[config.mk]
export PLATFORM = sky130hd
export DESIGN_NAME = id_issue_queue
export DESIGN_NICKNAME = d
export VERILOG_FILES = /design/src/rtl/id_issue_queue.sv
export SDC_FILE = /design/constraint.sdc
export NUM_CORES = 1
export LEC_CHECK = 0
export BUFFER_PORTS_ARGS = -buffer_cell sky130_fd_sc_hd__buf_2
export CAP_MARGIN = 20
export CORE_MARGIN = 5
export CORE_UTILIZATION = 52
export CTS_CLUSTER_SIZE = 14
export DETAILED_ROUTE_END_ITERATION = 8
export PLACE_DENSITY = 0.85
export SETUP_SLACK_MARGIN = 0.05
export SYNTH_ARGS = -nofsm -noshare
export SYNTH_HDL_FRONTEND = slang
export SYNTH_SLANG_ARGS = --single-unit
export TNS_END_PERCENT = 100
[constraint.sdc]
create_clock -name clk_i -period 9.47 [get_ports clk_i]
set_input_delay 2.3675 -clock clk_i [delete_from_list [all_inputs] [get_ports clk_i]]
set_output_delay 2.3675 -clock clk_i [all_outputs]
set_load 0.05 [all_outputs]
[src/rtl/id_issue_queue.sv]
// In-order queue of decoded entries between the decoder and the issue stage.
// It replaces the single ID/issue pipeline register, so a stalled issue stage
// no longer stalls fetch/decode right away. Optionally, only one control-flow
// instruction may wait in the queue at a time.
module id_issue_queue #(
  parameter int unsigned DataWidth       = 64,
  parameter int unsigned Depth           = 4,
  parameter bit          BlockOnCtrlFlow = 1'b0
) (
  input  logic                         clk_i,
  input  logic                         rst_i,
  input  logic                         flush_i,
  input  logic [DataWidth-1:0]         data_i,
  input  logic                         is_ctrl_flow_i,
  input  logic                         valid_i,
  output logic                         ready_o,
  output logic [DataWidth-1:0]         data_o,
  output logic                         is_ctrl_flow_o,
  output logic                         valid_o,
  input  logic                         ack_i,
  output logic [$clog2(Depth+1)-1:0]   usage_o,
  output logic                         full_o,
  output logic                         empty_o
);

  localparam int unsigned PtrWidth = $clog2(Depth);
  localparam int unsigned CntWidth = $clog2(Depth+1);

  logic [DataWidth-1:0] mem [Depth];
  logic [Depth-1:0]     cf_mem;
  logic [PtrWidth-1:0]  rd_ptr;
  logic [PtrWidth-1:0]  wr_ptr;
  logic [CntWidth-1:0]  usage;
  logic [CntWidth-1:0]  cf_cnt;
  logic                 push;
  logic                 pop;
  logic                 ctrl_block;
  logic                 cf_inc;
  logic                 cf_dec;

  // Every output except ready_o comes straight from registers, so there is
  // no combinational path from data_i to data_o.
  assign empty_o        = (usage == '0);
  assign full_o         = (usage == CntWidth'(Depth));
  assign valid_o        = !empty_o;
  assign usage_o        = usage;
  assign data_o         = mem[rd_ptr];
  assign is_ctrl_flow_o = cf_mem[rd_ptr];

  // An ack while the queue is empty does not count as a pop.
  assign pop    = ack_i & valid_o;
  assign cf_inc = push & is_ctrl_flow_i;
  assign cf_dec = pop & is_ctrl_flow_o;

  // A queued control-flow entry holds off new pushes. The block lifts in the
  // cycle where the last such entry leaves, so that cycle can accept again.
  always_comb begin
    ctrl_block = 1'b0;
    if (BlockOnCtrlFlow) begin
      ctrl_block = (cf_cnt != '0) &&
                   !((cf_cnt == CntWidth'(1)) && pop && is_ctrl_flow_o);
    end
  end

  // A full queue still accepts when the head leaves in the same cycle, which
  // matches how the old single pipeline register behaved.
  assign ready_o = (!full_o || pop) && !ctrl_block;
  assign push    = valid_i & ready_o;

  // Entry storage. A push in a flush cycle is dropped, because the flush
  // discards it anyway.
  always_ff @(posedge clk_i) begin
    if (rst_i) begin
      for (int i = 0; i < int'(Depth); i++) begin
        mem[i] <= '0;
      end
      cf_mem <= '0;
    end else if (push && !flush_i) begin
      mem[wr_ptr]    <= data_i;
      cf_mem[wr_ptr] <= is_ctrl_flow_i;
    end
  end

  // Pointers and counters. Reset and flush both empty the queue.
  always_ff @(posedge clk_i) begin
    if (rst_i || flush_i) begin
      rd_ptr <= '0;
      wr_ptr <= '0;
      usage  <= '0;
      cf_cnt <= '0;
    end else begin
      if (push) wr_ptr <= wr_ptr + PtrWidth'(1);
      if (pop)  rd_ptr <= rd_ptr + PtrWidth'(1);
      case ({push, pop})
        2'b10:   usage <= usage + CntWidth'(1);
        2'b01:   usage <= usage - CntWidth'(1);
        default: usage <= usage;
      endcase
      case ({cf_inc, cf_dec})
        2'b10:   cf_cnt <= cf_cnt + CntWidth'(1);
        2'b01:   cf_cnt <= cf_cnt - CntWidth'(1);
        default: cf_cnt <= cf_cnt;
      endcase
    end
  end

  // Structural invariants of the queue.
  a_no_overflow: assert property (@(posedge clk_i) disable iff (rst_i)
    !(push && full_o && !pop));
  a_usage_range: assert property (@(posedge clk_i) disable iff (rst_i)
    usage <= CntWidth'(Depth));
  a_cf_range: assert property (@(posedge clk_i) disable iff (rst_i)
    cf_cnt <= usage);

endmodule

# After elaboration in Yosys (flattened, before gate mapping)
# Memories as Yosys holds them, arrays and structs flattened. A register that Yosys moved wholly into a read port is not among the register bits.
# Cells that the tools add are included.
dict set report op_classes {
  n_addsub 4
  order_cmp 3
  n_eq_ne 3
  n_mux 16
  n_bitwise 2
  reduce_logical 10
}
# op count
set op_table {}
lappend op_table {{$mux 64} 1}
lappend op_table {{$reduce_or 64->1} 1}
lappend op_table {{$mux 1} 8}
lappend op_table {{$lt 2x3->1 const B} 2}
lappend op_table {{$mux 2} 3}
lappend op_table {{$pmux 3 s2} 1}
lappend op_table {{$add 2x1->2 const B} 2}
lappend op_table {{$bwmux 4} 1}
lappend op_table {{$add 3x1->3 const B} 1}
lappend op_table {{$eq 3x3->1 const B} 1}
lappend op_table {{$logic_not 1->1} 3}
lappend op_table {{$logic_not 3->1} 1}
lappend op_table {{$sub 3x1->3 const B} 1}
lappend op_table {{$and 1x1->1} 2}
lappend op_table {{$bmux 1 s2} 1}
lappend op_table {{$demux 1 s2} 1}
lappend op_table {{$eq 2x1->1 const B} 1}
lappend op_table {{$eq 2x2->1 const B} 1}
lappend op_table {{$ge 2x1->1 const B} 1}
lappend op_table {{$logic_and 1x1->1} 2}
lappend op_table {{$logic_or 1x1->1} 2}
lappend op_table {{$reduce_bool 2->1} 1}
dict set report word_totals {
  register_bits 11
  ram_bits 256
  inputBits 70
  out_inout_bits 72
  elab_cells 43
  memories 1
}
# memory words width rd rd_ports_with_merged_regs write_ports line_no
set mem_list {}
lappend mem_list {mem 4 64 1 1 4 29} ;# logic [DataWidth-1:0] mem [Depth];

# Logic depth before layout (Yosys ltp)
# Gate-level depths: netlist of the first run.
dict set report logic_depth {
  depth_word 11
  depth_mapped 10
}

# Worst setup path after synthesis of the first run
# OpenSTA, ideal clock, no wires.
dict set report synth_timing {
  kind {input to register}
  startpoint {input port ack_i}
  endpoint {memory mem[3][0], enable pin}
  setup_ns 0.662
  t_arrival_ns 9.462
  required_time_ns 8.808
  slack_ns -0.653
  stages 5
  cell_sequence {nor4b_4 inv_2 nand2_2 buf_6 o41ai_1}
}
# item line_no
set synth_rtl {}
lappend synth_rtl {{start, declared} 20} ;# input logic ack_i,
lappend synth_rtl {{end, declared} 29}

# Final worst setup path of the first run
dict set report layout_timing {
  startpoint {input port ack_i}
  endpoint {output port ready_o}
}
dict set report layout_between {
  elab_chain_len 2
}
# item line_no
set layout_rtl {}
lappend layout_rtl {{$and 1x1->1} 51} ;# assign pop = ack_i & valid_o;
lappend layout_rtl {{$logic_or 1x1->1} 67} ;# assign ready_o = (!full_o || pop) && !ctrl_block;
lappend layout_rtl {{end, declared} 16} ;# output logic ready_o,
# Every way passes these cells.

==> results.txt, run 1 <==
----------------------------------------------------
[Synth]
  Share of flip-flops with an asynchronous set or reset ... 0%
  Most area-consuming cells after synthesis ... edfxtp_1, mux4_2, nor2_1
  Syn_nets ... 847
  Leading post-synthesis cells by instance count ... nor2_1, edfxtp_1, nand2_1
  Post-synth cell types ... 27
  Yosys Warn Count ... 0
  Yosys top cell area share ... 67.1%
  Most used flip-flop cell after synthesis ... edfxtp_1
  Sequential cell area fraction in the yosys report ... 69.4%
  Average footprint of a synthesized cell ... 14.9 um^2
  Synthesized instance count ... 771
  Mapped Area ... 11,500 um^2
  Most common cell in the synthesized netlist ... nor2_1
  Yosys top cell by area ... edfxtp_1
  Number of synthesized flops with an enable pin ... 256
  Flip-flop and latch count after synthesis ... 269

[Layout]
  Final Net Count ... 974
  Area occupied by multi-input gates ... 3180 um^2
  Post-route standard cell area excluding fillers ... 13,100 um^2
  Layout cells sized above 1 ... 28.7%
  Fill cells ... 1,677
  Utilization after layout ... 60.2%
  Ant diodes ... 0
  Area growth syn-to-layout ... 14.3%
  Sequential standard cell area ... 7960 um^2

[Worst setup path]
  Req. time, crit path ... 7100 ps
  Startpoint type of the worst setup path ... input pin
  Maximum fanout along the worst path ... 10
  Sort of element at the end of the critical path ... output pin
  Critical path arrival ... 3240 ps
  Critical Setup Path Class ... in -> out
  Top Family by Delay on Critical Path ... buffers and inverters
  Number of buffers and inverters on the critical path ... 3
  Critical path's most frequent cell ... buf_2
  Max stage delay cell, worst path ... nor4b_4
  Crit path depth ... 4
  Maximum single-stage delay on the critical path ... 280 ps
  Worst Reg2Reg Path Length in Cells ... 6
  Crit-path cells ... buf_2 > nor4b_4 > inv_2 > buf_2

[Clocking]
  Cell chosen for the clock root ... clkbuf_16
  Number of buffers created by CTS ... 26
  Post-CTS Setup Inserts ... 0
  CTS hold repair buffers ... 0
  Deepest clock path buffer count ... 3
  Post-CTS Resized ... 0
  Num Clock Sinks ... 269
  Count of H-tree levels built during CTS ... 1
  Clock slew at reported path FFs ... 60 ps
  Clock insertion delay at the later pin of the skew report ... 520 ps
  CTS tree ... built

[Routing]
  Routed length per instance ... 20.6 um
  Vias post-DR ... 6,731
  Length of the first detailed-routing pass in iterations ... 4
  Final Routed Wirelength ... 24,700 um
  Post-route ant nets ... 0
  DRC violation count after routing ... 0
  Number of vias per cell after detailed routing ... 5.62
  Detailed Route Iter0 Violations ... 438

[Global routing]
  Total track usage ... 20.0%
  Wire length of the first global-routing pass ... 38,400 um
  Maximum number of pins on one net before global-route repair ... 67
  Initial antenna violation count ... 2
  Global-route congestion overflow total ... 0
  Vias in the first global route ... 7,195

[Timing]
  Setup TNS ... 0 ps
  Final critical path time including I/O delays and setup ... 5610 ps
  Count of final hold-check violations ... 0
  Final period util ... 59.2%
  Unrepaired setup endpoints after global routing ... false
  Worst setup slack after layout ... 3860 ps
  Number of slew-limit violations in the final report ... 0
  Post-Route Skew ... 9.55 ps
  Slew HR ... 34.3%
  # setup viols final ... 0
  Highest achievable clock rate ... 178 MHz
  Tightest Pin Transition ... 985 ps

[Pwr]
  P per Cell Area ... 198 nW/um^2
  Total Power Consumption ... 2590 uW
  Leakage ... 0.00478 uW
  Peak ir drop on the vdd network ... 84.5 uV

[Place]
  Post-Place Setup Slack ... 3860 ps
  RePlAce Congestion ... 0.739
  Cell Area, Placed ... 12,300 um^2
  Count of input and output buffers ... 141
  DPL Wire Length ... 13,900 um

[Min path]
  HP Class ... reg -> reg
  Cell depth of the worst hold path ... 2

[Floorplan]
  Floorplan die height ... 158 um
  Area of the die ... 25,100 um^2
  Number of placement rows ... 54
  Die X-Extent ... 158 um
  Ports ... 142
  Initial core utilization ... 52.7%
  Core area ... 21,800 um^2

[Status]
  Status ... finished clean

[Run]
  # Max-Cap Violations ... 0

----------------------------------------------------
logic make-up (layout without fill, tap and decap cells):
| logic type | count (synthesis) | in the layout | synth area share (%) |
|---|---|---|---|
| and+or+nand+nor | 349 | 349 | 12.2 |
| DFF | 269 | 269 | 69.4 |
| muxes | 69 | 69 | 13.1 |
| buffers and inverters | 61 | 207 | 3.71 |
| AOI/OAI and AO/OA | 15 | 15 | 0.688 |
| adders and majority gates | 6 | 6 | 0.721 |
| xor gates and xnor gates | 2 | 2 | 0.153 |
cell usage in the layout, fill, tap and decap left out, types with 4 or more instances in the layout:
| cell type | instances |
|---|---|
| nor2_1 | 259 |
| inv_1 | 8 |
| buf_4 | 10 |
| buf_2 | 141 |
| o21ai_0 | 6 |
| clkbuf_16 | 27 |
| nand2_1 | 71 |
| clkbuf_1 | 10 |
| mux4_2 | 65 |
| clkbuf_8 | 5 |
| dfxtp_1 | 11 |
| edfxtp_1 | 256 |
| ha_1 | 5 |
| clkinv_1 | 4 |
| nand4b_1 | 4 |
| a21oi_1 | 5 |
| mux2i_1 | 4 |
routing by layer:
| metal | GRT usage, % | vias up | share of wire [%] |
|---|---|---|---|
| met3 | 4.51 | 31 | 8.7 |
| met2 | 34.1 | 249 | 52 |
| met1 | 26.5 | 3409 | 38 |
| li1 | - | 3038 | - |
| met5 | 0 | - | 0.085 |
| met4 | 4.55 | 4 | 1.5 |
registers in the layout, summed over array words and instances, names as in the netlist, named ones only:
signal,count
wr_ptr,2
usage_o,3
rd_ptr,2
cf_mem,4
mem,256
stage by stage:
stage / instances / hold WS [ps]
floorplan: 771 / 432
global placement: 1150 / 447
detailed placement: 1150 / 454
CTS: 1197 / 464
global route: 1197 / 483
finish: 1197 / 464
area by class of cell:
type	instances	area share (%)
Clock buffer	42	5.97
Tap cell	280	2.67
Clock inverter	5	0.172
Multi-Input combinational cell	441	24.2
Sequential cell	269	60.7
Timing Repair Buffer	151	5.96
Inverter	9	0.258
tightest hold or removal path: stages, from the launching register on:
cell	delay, ps
dfxtp_1	310
nand2_1	50
mux2i_1	60
power by group:
part	switching (uW)	total, uW	internal, uW
registers	16.8	1370	1360
clock network	411	972	561
logic	182	247	65.7
total	610	2590	1980
final timing paths:
kind	start	end	slack [ps]
worst max-delay path	ack_i	ready_o	3860
worst min-delay path	cf_mem[2]	cf_mem[2]	460
worst max register to register	usage_o[0]	mem[2][8]	6360
worst min register to register	cf_mem[2]	cf_mem[2]	460
Power figures use the tool's default switching activity.
==> inputs of run 2 (changes only) <==
--- a/config.mk
+++ b/config.mk
@@ -8,10 +8,10 @@
 export BUFFER_PORTS_ARGS = -buffer_cell sky130_fd_sc_hd__buf_2
 export CAP_MARGIN = 20
 export CORE_MARGIN = 5
-export CORE_UTILIZATION = 52
+export CORE_UTILIZATION = 58
 export CTS_CLUSTER_SIZE = 14
 export DETAILED_ROUTE_END_ITERATION = 8
-export PLACE_DENSITY = 0.85
+export PLACE_DENSITY = 0.89
 export SETUP_SLACK_MARGIN = 0.05
 export SYNTH_ARGS = -nofsm -noshare
 export SYNTH_HDL_FRONTEND = slang
==> constraint.sdc (replaced) <==
create_clock -name clk_i -period 5.6 [get_ports clk_i]
set_input_delay 1.4 -clock clk_i [delete_from_list [all_inputs] [get_ports clk_i]]
set_output_delay 1.4 -clock clk_i [all_outputs]
set_load 0.05 [all_outputs]
==> results.txt, run 2 (synthesized netlist as in run 1, its figures left out) <==
----------------------------------------------------
[Layout]
  Register containing the most flip-flops in the final layout ... mem (unchanged)
  Final Net Count ... 977 (was 974)
  Flip-flop count of the largest register, all copies and words added ... 256 (unchanged)
  Post-route standard cell area excluding fillers ... 13,200 um^2 (was 13,100 um^2)
  Ant diodes ... 0 (unchanged)
  Area growth syn-to-layout ... 15.6% (was 14.3%)
  Non-Filler Instances ... 1,185 (was 1,197)
  Most common cell after layout, fill and taps aside ... nor2_1 (unchanged)
  Fill cells ... 1,287 (was 1,677)
  Leading cell types in the layout, fill and taps excluded ... nor2_1, edfxtp_1, buf_2 (unchanged)
  Layout cells sized above 1 ... 29.9% (was 28.7%)

[Timing]
  Setup TNS ... 0 ps (unchanged)
  Unrepaired setup endpoints after global routing ... false (unchanged)
  Highest achievable clock rate ... 246 MHz
  Worst hold margin ... 459 ps (was 464 ps)
  Count of final hold-check violations ... 0 (unchanged)
  Final period util ... 72.7%
  Worst setup slack after layout ... 1530 ps (was 3860 ps)
  Number of slew-limit violations in the final report ... 0 (unchanged)
  Tightest Pin Transition ... 1040 ps (was 985 ps)
  Final critical path time including I/O delays and setup ... 4070 ps
  # setup viols final ... 0 (unchanged)
  Slew HR ... 30.2% (was 34.3%)
  Post-Route Skew ... 7.84 ps (was 9.55 ps)

[Clocking]
  Post-CTS Resized ... 0 (unchanged)
  Cell chosen for the clock root ... clkbuf_16 (unchanged)
  Clock slew at reported path FFs ... 60 ps (about the same)
  Number of buffers created by CTS ... 26 (unchanged)
  Post-CTS Setup Inserts ... 0 (unchanged)
  CTS tree ... built (unchanged)
  Deepest clock path buffer count ... 3 (unchanged)
  Count of H-tree levels built during CTS ... 1 (unchanged)
  Num Clock Sinks ... 269 (unchanged)
  CTS hold repair buffers ... 0 (unchanged)
  Clock insertion delay at the later pin of the skew report ... 510 ps (was 520 ps)

[Worst setup path]
  Crit-path cells ... buf_4 > mux4_2 > buf_2 (was buf_2 > nor4b_4 > inv_2 > buf_2)
  Startpoint type of the worst setup path ... register (was input pin)
  Critical Setup Path Class ... reg -> out (was in -> out)
  Max stage delay cell, worst path ... dfxtp_4 (was nor4b_4)
  Maximum single-stage delay on the critical path ... 930 ps (was 280 ps)
  Req. time, crit path ... 4200 ps (was 7100 ps)
  Top Family by Delay on Critical Path ... flip-flops (was buffers and inverters)
  Number of buffers and inverters on the critical path ... 2 (was 3)
  Maximum fanout along the worst path ... 43 (was 10)
  Sort of element at the end of the critical path ... output pin (unchanged)
  Critical path arrival ... 2670 ps (was 3240 ps)

[Routing]
  Post-route ant nets ... 0 (unchanged)
  DRC violation count after routing ... 0 (unchanged)
  Max Used Layer ... met5 (unchanged)
  Length of the first detailed-routing pass in iterations ... 5 (was 4)
  Met1 wire length ... 9420 um (was 9340 um)
  Met3 wire length ... 1970 um (was 2150 um)
  Number of vias per cell after detailed routing ... 5.70 (was 5.62)
  Amount of wire on met2 after detailed routing ... 12,800 um (about the same)
  Vias post-DR ... 6,760 (was 6,731)
  Final Routed Wirelength ... 24,500 um (was 24,700 um)
  Detailed Route Iter0 Violations ... 491 (was 438)
  Routed length per instance ... 20.7 um (was 20.6 um)

[Floorplan]
  Ports ... 142 (unchanged)
  Die X-Extent ... 151 um (was 158 um)
  Core area ... 19,500 um^2 (was 21,800 um^2)
  Area of the die ... 22,700 um^2 (was 25,100 um^2)
  Floorplan die height ... 151 um (was 158 um)
  Initial core utilization ... 58.9% (was 52.7%)
  Number of placement rows ... 51 (was 54)

[Global routing]
  Total track usage ... 22.1% (was 20.0%)
  Global-route congestion overflow total ... 0 (unchanged)
  Initial antenna violation count ... 1 (was 2)
  Wire length of the first global-routing pass ... 38,400 um (about the same)
  Vias in the first global route ... 7,163 (was 7,195)
  Maximum number of pins on one net before global-route repair ... 66 (was 67)

[Place]
  Post-placement cell count ... 1,138 (was 1,150)
  Cell Area, Placed ... 12,300 um^2 (about the same)
  Post-Place Setup Slack ... 1930 ps (was 3860 ps)
  Count of input and output buffers ... 141 (unchanged)
  DPL Wire Length ... 14,700 um (was 13,900 um)
  RePlAce Congestion ... 0.806 (was 0.739)

[Run]
  # Max-Cap Violations ... 0 (unchanged)

[Status]
  Status ... finished clean (unchanged)

[Pwr]
  P per Cell Area ... 348 nW/um^2 (was 198 nW/um^2)
  Leakage ... 0.00487 uW (was 0.00478 uW)
  Peak ir drop on the vdd network ... 220 uV (was 84.5 uV)

[Min path]
  HP Class ... reg -> reg (unchanged)

----------------------------------------------------
[run 2: cell types whose count changed in the layout (fill, tap and decap cells not counted), sizes merged]
cell | previous run | this run
clkinv | 4 | 8
clkinvlp | 1 | 0
bufinv | 0 | 5
buf | 151 | 154
clkbuf | 42 | 34
[run 2: worst paths after layout]
check | startpoint | to | slack [ps] | cells past startpoint
worst min register to register | cf_mem[3] | cf_mem[3] | 460 | 2
worst max register to register | usage_o[1] | mem[3][18] | 2990 | 6
worst min-delay path | cf_mem[3] | cf_mem[3] | 460 | 2
worst max-delay path | register | data_o[49] | 1530 | 3
[run 2: layout make-up]
class	instances	area, um^2	area share (%)
flip-flops and latches	269	7960	60.0
well taps	265	332	2.50
repair buffers	154	828	6.25
clock inverters	13	188	1.42
multi-input cells	441	3170	23.9
clock buffers	34	742	5.60
inverters	9	33.8	0.255
[run 2: power by group]
group | switching, uW | leakage [uW] | internal, uW | total, uW
clock | 706 | 0.000462 | 1160 | 1860
sequential | 32.8 | 0.00277 | 2300 | 2330
combinational | 303 | 0.00164 | 115 | 417
total | 1040 | 0.00487 | 3570 | 4610
[run 2: through the flow]
step	utilization, %	total power [uW]
after global placement	63.3	2780
after detailed placement	63.3	2790
after CTS	68.1	4640
after global routing	68.1	4750
final	68.1	4610
after floorplan	-	2670
[run 2: worst min-delay path, stage by stage, from the launching register on]
cell	delay (ps)
dfxtp_1	310
nand2_1	50
mux2i_1	50
[run 2: per-layer routing]
metal  up-vias  GRT usage, %
li1       3045             -
met1      3379          29.7
met2       308          38.1
met3        26          3.85
met4         2          5.08
met5         -             0
==> inputs of run 3 (changes only) <==
--- a/config.mk
+++ b/config.mk
@@ -8,10 +8,10 @@
 export BUFFER_PORTS_ARGS = -buffer_cell sky130_fd_sc_hd__buf_2
 export CAP_MARGIN = 20
 export CORE_MARGIN = 5
-export CORE_UTILIZATION = 58
+export CORE_UTILIZATION = 52
 export CTS_CLUSTER_SIZE = 14
 export DETAILED_ROUTE_END_ITERATION = 8
-export PLACE_DENSITY = 0.89
+export PLACE_DENSITY = 0.85
 export SETUP_SLACK_MARGIN = 0.05
 export SYNTH_ARGS = -nofsm -noshare
 export SYNTH_HDL_FRONTEND = slang
==> constraint.sdc (replaced) <==
create_clock -name clk_i -period 3.4 [get_ports clk_i]
set_input_delay 0.85 -clock clk_i [delete_from_list [all_inputs] [get_ports clk_i]]
set_output_delay 0.85 -clock clk_i [all_outputs]
set_load 0.05 [all_outputs]
==> results.txt, run 3 (synthesized netlist as in run 1, its figures left out) <==
----------------------------------------------------
[Pwr]
  Combinational fraction of design power ... 9.4% (was 9.1%)
  Peak ir drop on the vdd network ... 327 uV (was 220 uV)
  Part of the total power dissipated in sequential elements ... 51.1% (was 50.5%)
  Leakage ... 0.00488 uW (was 0.00487 uW)
  Int Power ... 5730 uW (was 3570 uW)
  Switching share of power ... 23.4% (was 22.6%)
  Power share of the clock group ... 39.4% (was 40.4%)
  P per Cell Area ... 560 nW/um^2 (was 348 nW/um^2)
  Switch Pwr ... 1750 uW (was 1040 uW)

[Timing]
  Final period util ... 90.3%
  Tightest Pin Transition ... 841 ps (was 1040 ps)
  # setup viols final ... 0 (unchanged)
  Number of slew-limit violations in the final report ... 0 (unchanged)
  Unrepaired setup endpoints after global routing ... false (unchanged)
  Final critical path time including I/O delays and setup ... 3070 ps
  Highest achievable clock rate ... 326 MHz
  Count of final hold-check violations ... 0 (unchanged)
  Post-Route Skew ... 9.26 ps (was 7.84 ps)
  Slew HR ... 44.0% (was 30.2%)

[Clocking]
  Post-CTS Resized ... 0 (unchanged)
  Number of buffers created by CTS ... 27 (was 26)
  Clock slew at reported path FFs ... 60 ps (about the same)
  Post-CTS Setup Inserts ... 0 (unchanged)
  Num Clock Sinks ... 269 (unchanged)
  Clock insertion delay at the later pin of the skew report ... 520 ps (was 510 ps)
  CTS hold repair buffers ... 0 (unchanged)
  Cell chosen for the clock root ... clkbuf_16 (unchanged)
  Count of H-tree levels built during CTS ... 1 (unchanged)
  Deepest clock path buffer count ... 3 (unchanged)
  CTS tree ... built (unchanged)

[Worst setup path]
  Critical path arrival ... 2220 ps (was 2670 ps)
  Req. time, crit path ... 2550 ps (was 4200 ps)
  Startpoint type of the worst setup path ... register (unchanged)
  Sort of element at the end of the critical path ... output pin (unchanged)
  Critical Setup Path Class ... reg -> out (unchanged)
  Maximum fanout along the worst path ... 20 (was 43)

[Global routing]
  Vias in the first global route ... 7,207 (was 7,163)
  Global-route congestion overflow total ... 0 (unchanged)
  Initial antenna violation count ... 1 (unchanged)
  Wire length of the first global-routing pass ... 38,900 um (was 38,400 um)
  Maximum number of pins on one net before global-route repair ... 67 (was 66)
  Total track usage ... 20.1% (was 22.1%)

[Status]
  Status ... finished clean (unchanged)

[Floorplan]
  Number of placement rows ... 54 (was 51)
  Die X-Extent ... 158 um (was 151 um)
  Floorplan die height ... 158 um (was 151 um)
  Area of the die ... 25,100 um^2 (was 22,700 um^2)
  Ports ... 142 (unchanged)
  Initial core utilization ... 52.7% (was 58.9%)
  Core area ... 21,800 um^2 (was 19,500 um^2)

[Routing]
  Post-route ant nets ... 0 (unchanged)
  Routed length per instance ... 20.4 um (was 20.7 um)
  Vias post-DR ... 6,751 (was 6,760)
  Detailed Route Iter0 Violations ... 534 (was 491)
  Length of the first detailed-routing pass in iterations ... 5 (unchanged)
  Number of vias per cell after detailed routing ... 5.60 (was 5.70)
  DRC violation count after routing ... 0 (unchanged)
  Final Routed Wirelength ... 24,600 um (was 24,500 um)

[Layout]
  Non-Filler Instances ... 1,206 (was 1,185)
  Area growth syn-to-layout ... 16.6% (was 15.6%)
  Utilization after layout ... 61.4% (was 68.1%)
  Fill cells ... 1,625 (was 1,287)
  Register containing the most flip-flops in the final layout ... mem (unchanged)
  Ant diodes ... 0 (unchanged)
  Most common cell after layout, fill and taps aside ... nor2_1 (unchanged)
  Final Net Count ... 983 (was 977)
  Layout cells sized above 1 ... 29.8% (was 29.9%)
  Leading cell types in the layout, fill and taps excluded ... nor2_1, edfxtp_1, buf_2 (unchanged)
  Flip-flop count of the largest register, all copies and words added ... 256 (unchanged)

[Place]
  Count of input and output buffers ... 141 (unchanged)
  Post-placement cell count ... 1,158 (was 1,138)
  RePlAce Congestion ... 0.786 (was 0.806)
  DPL Wire Length ... 14,200 um (was 14,700 um)

[Min path]
  HP Class ... reg -> reg (unchanged)

[Run]
  # Max-Cap Violations ... 0 (unchanged)

----------------------------------------------------
==> run 3: power groups by stage <==
stage                     sequential (uW)  combinational [uW]  clock (uW)
final                                3820                 707        2950
after CTS                            3830                 716        3000
after global routing                 3840                 751        3170
after floorplan                      3880                 511           0
after global placement               3880                 705           0
after detailed placement             3900                 712           0
==> run 3: final timing paths <==
check        depth (start not counted)          to  slack (ps)  startpoint
max                                  3  data_o[10]         330    register
min                                  2   cf_mem[2]         460   cf_mem[2]
max reg2reg                          9  usage_o[2]         970  usage_o[0]
min reg2reg                          2   cf_mem[2]         460   cf_mem[2]
==> run 3: per-layer routing <==
metal / vias to the layer above / wire [um] / share of wire (%) / track usage [%]
li1: 3069 / - / - / -
met1: 3334 / 9260 / 38 / 26.8
met5: - / 7 / 0.028 / 0
met3: 38 / 2410 / 9.8 / 3.78
met2: 308 / 12600 / 51 / 35.4
met4: 2 / 389 / 1.6 / 3.74
==> run 3: layout make-up <==
type | instances | area [um^2] | share of cell area [%]
tap | 280 | 350 | 2.62
multi-input combinational | 441 | 3180 | 23.8
inverter | 9 | 36.3 | 0.272
sequential | 269 | 7960 | 59.6
clock inverter | 18 | 196 | 1.47
timing repair buffer | 159 | 953 | 7.14
clock buffer | 30 | 687 | 5.14
==> run 3: stage by stage <==
stage	area [um^2]	setup TNS, ps	worst slack, ps	hold WS, ps	total power [uW]
finish	13400	0	329	459	7480
global route	13400	0	198	494	7760
CTS	13400	0	260	460	7550
detailed placement	12500	0	499	448	4610
global placement	12500	0	566	442	4590
floorplan	11500	-39330	-615	432	4400
==> run 3: critical path: stages, from the launching register on <==
cell and delay [ps]:
dfxtp_4 640, buf_12 260, mux4_2 550, buf_2 230
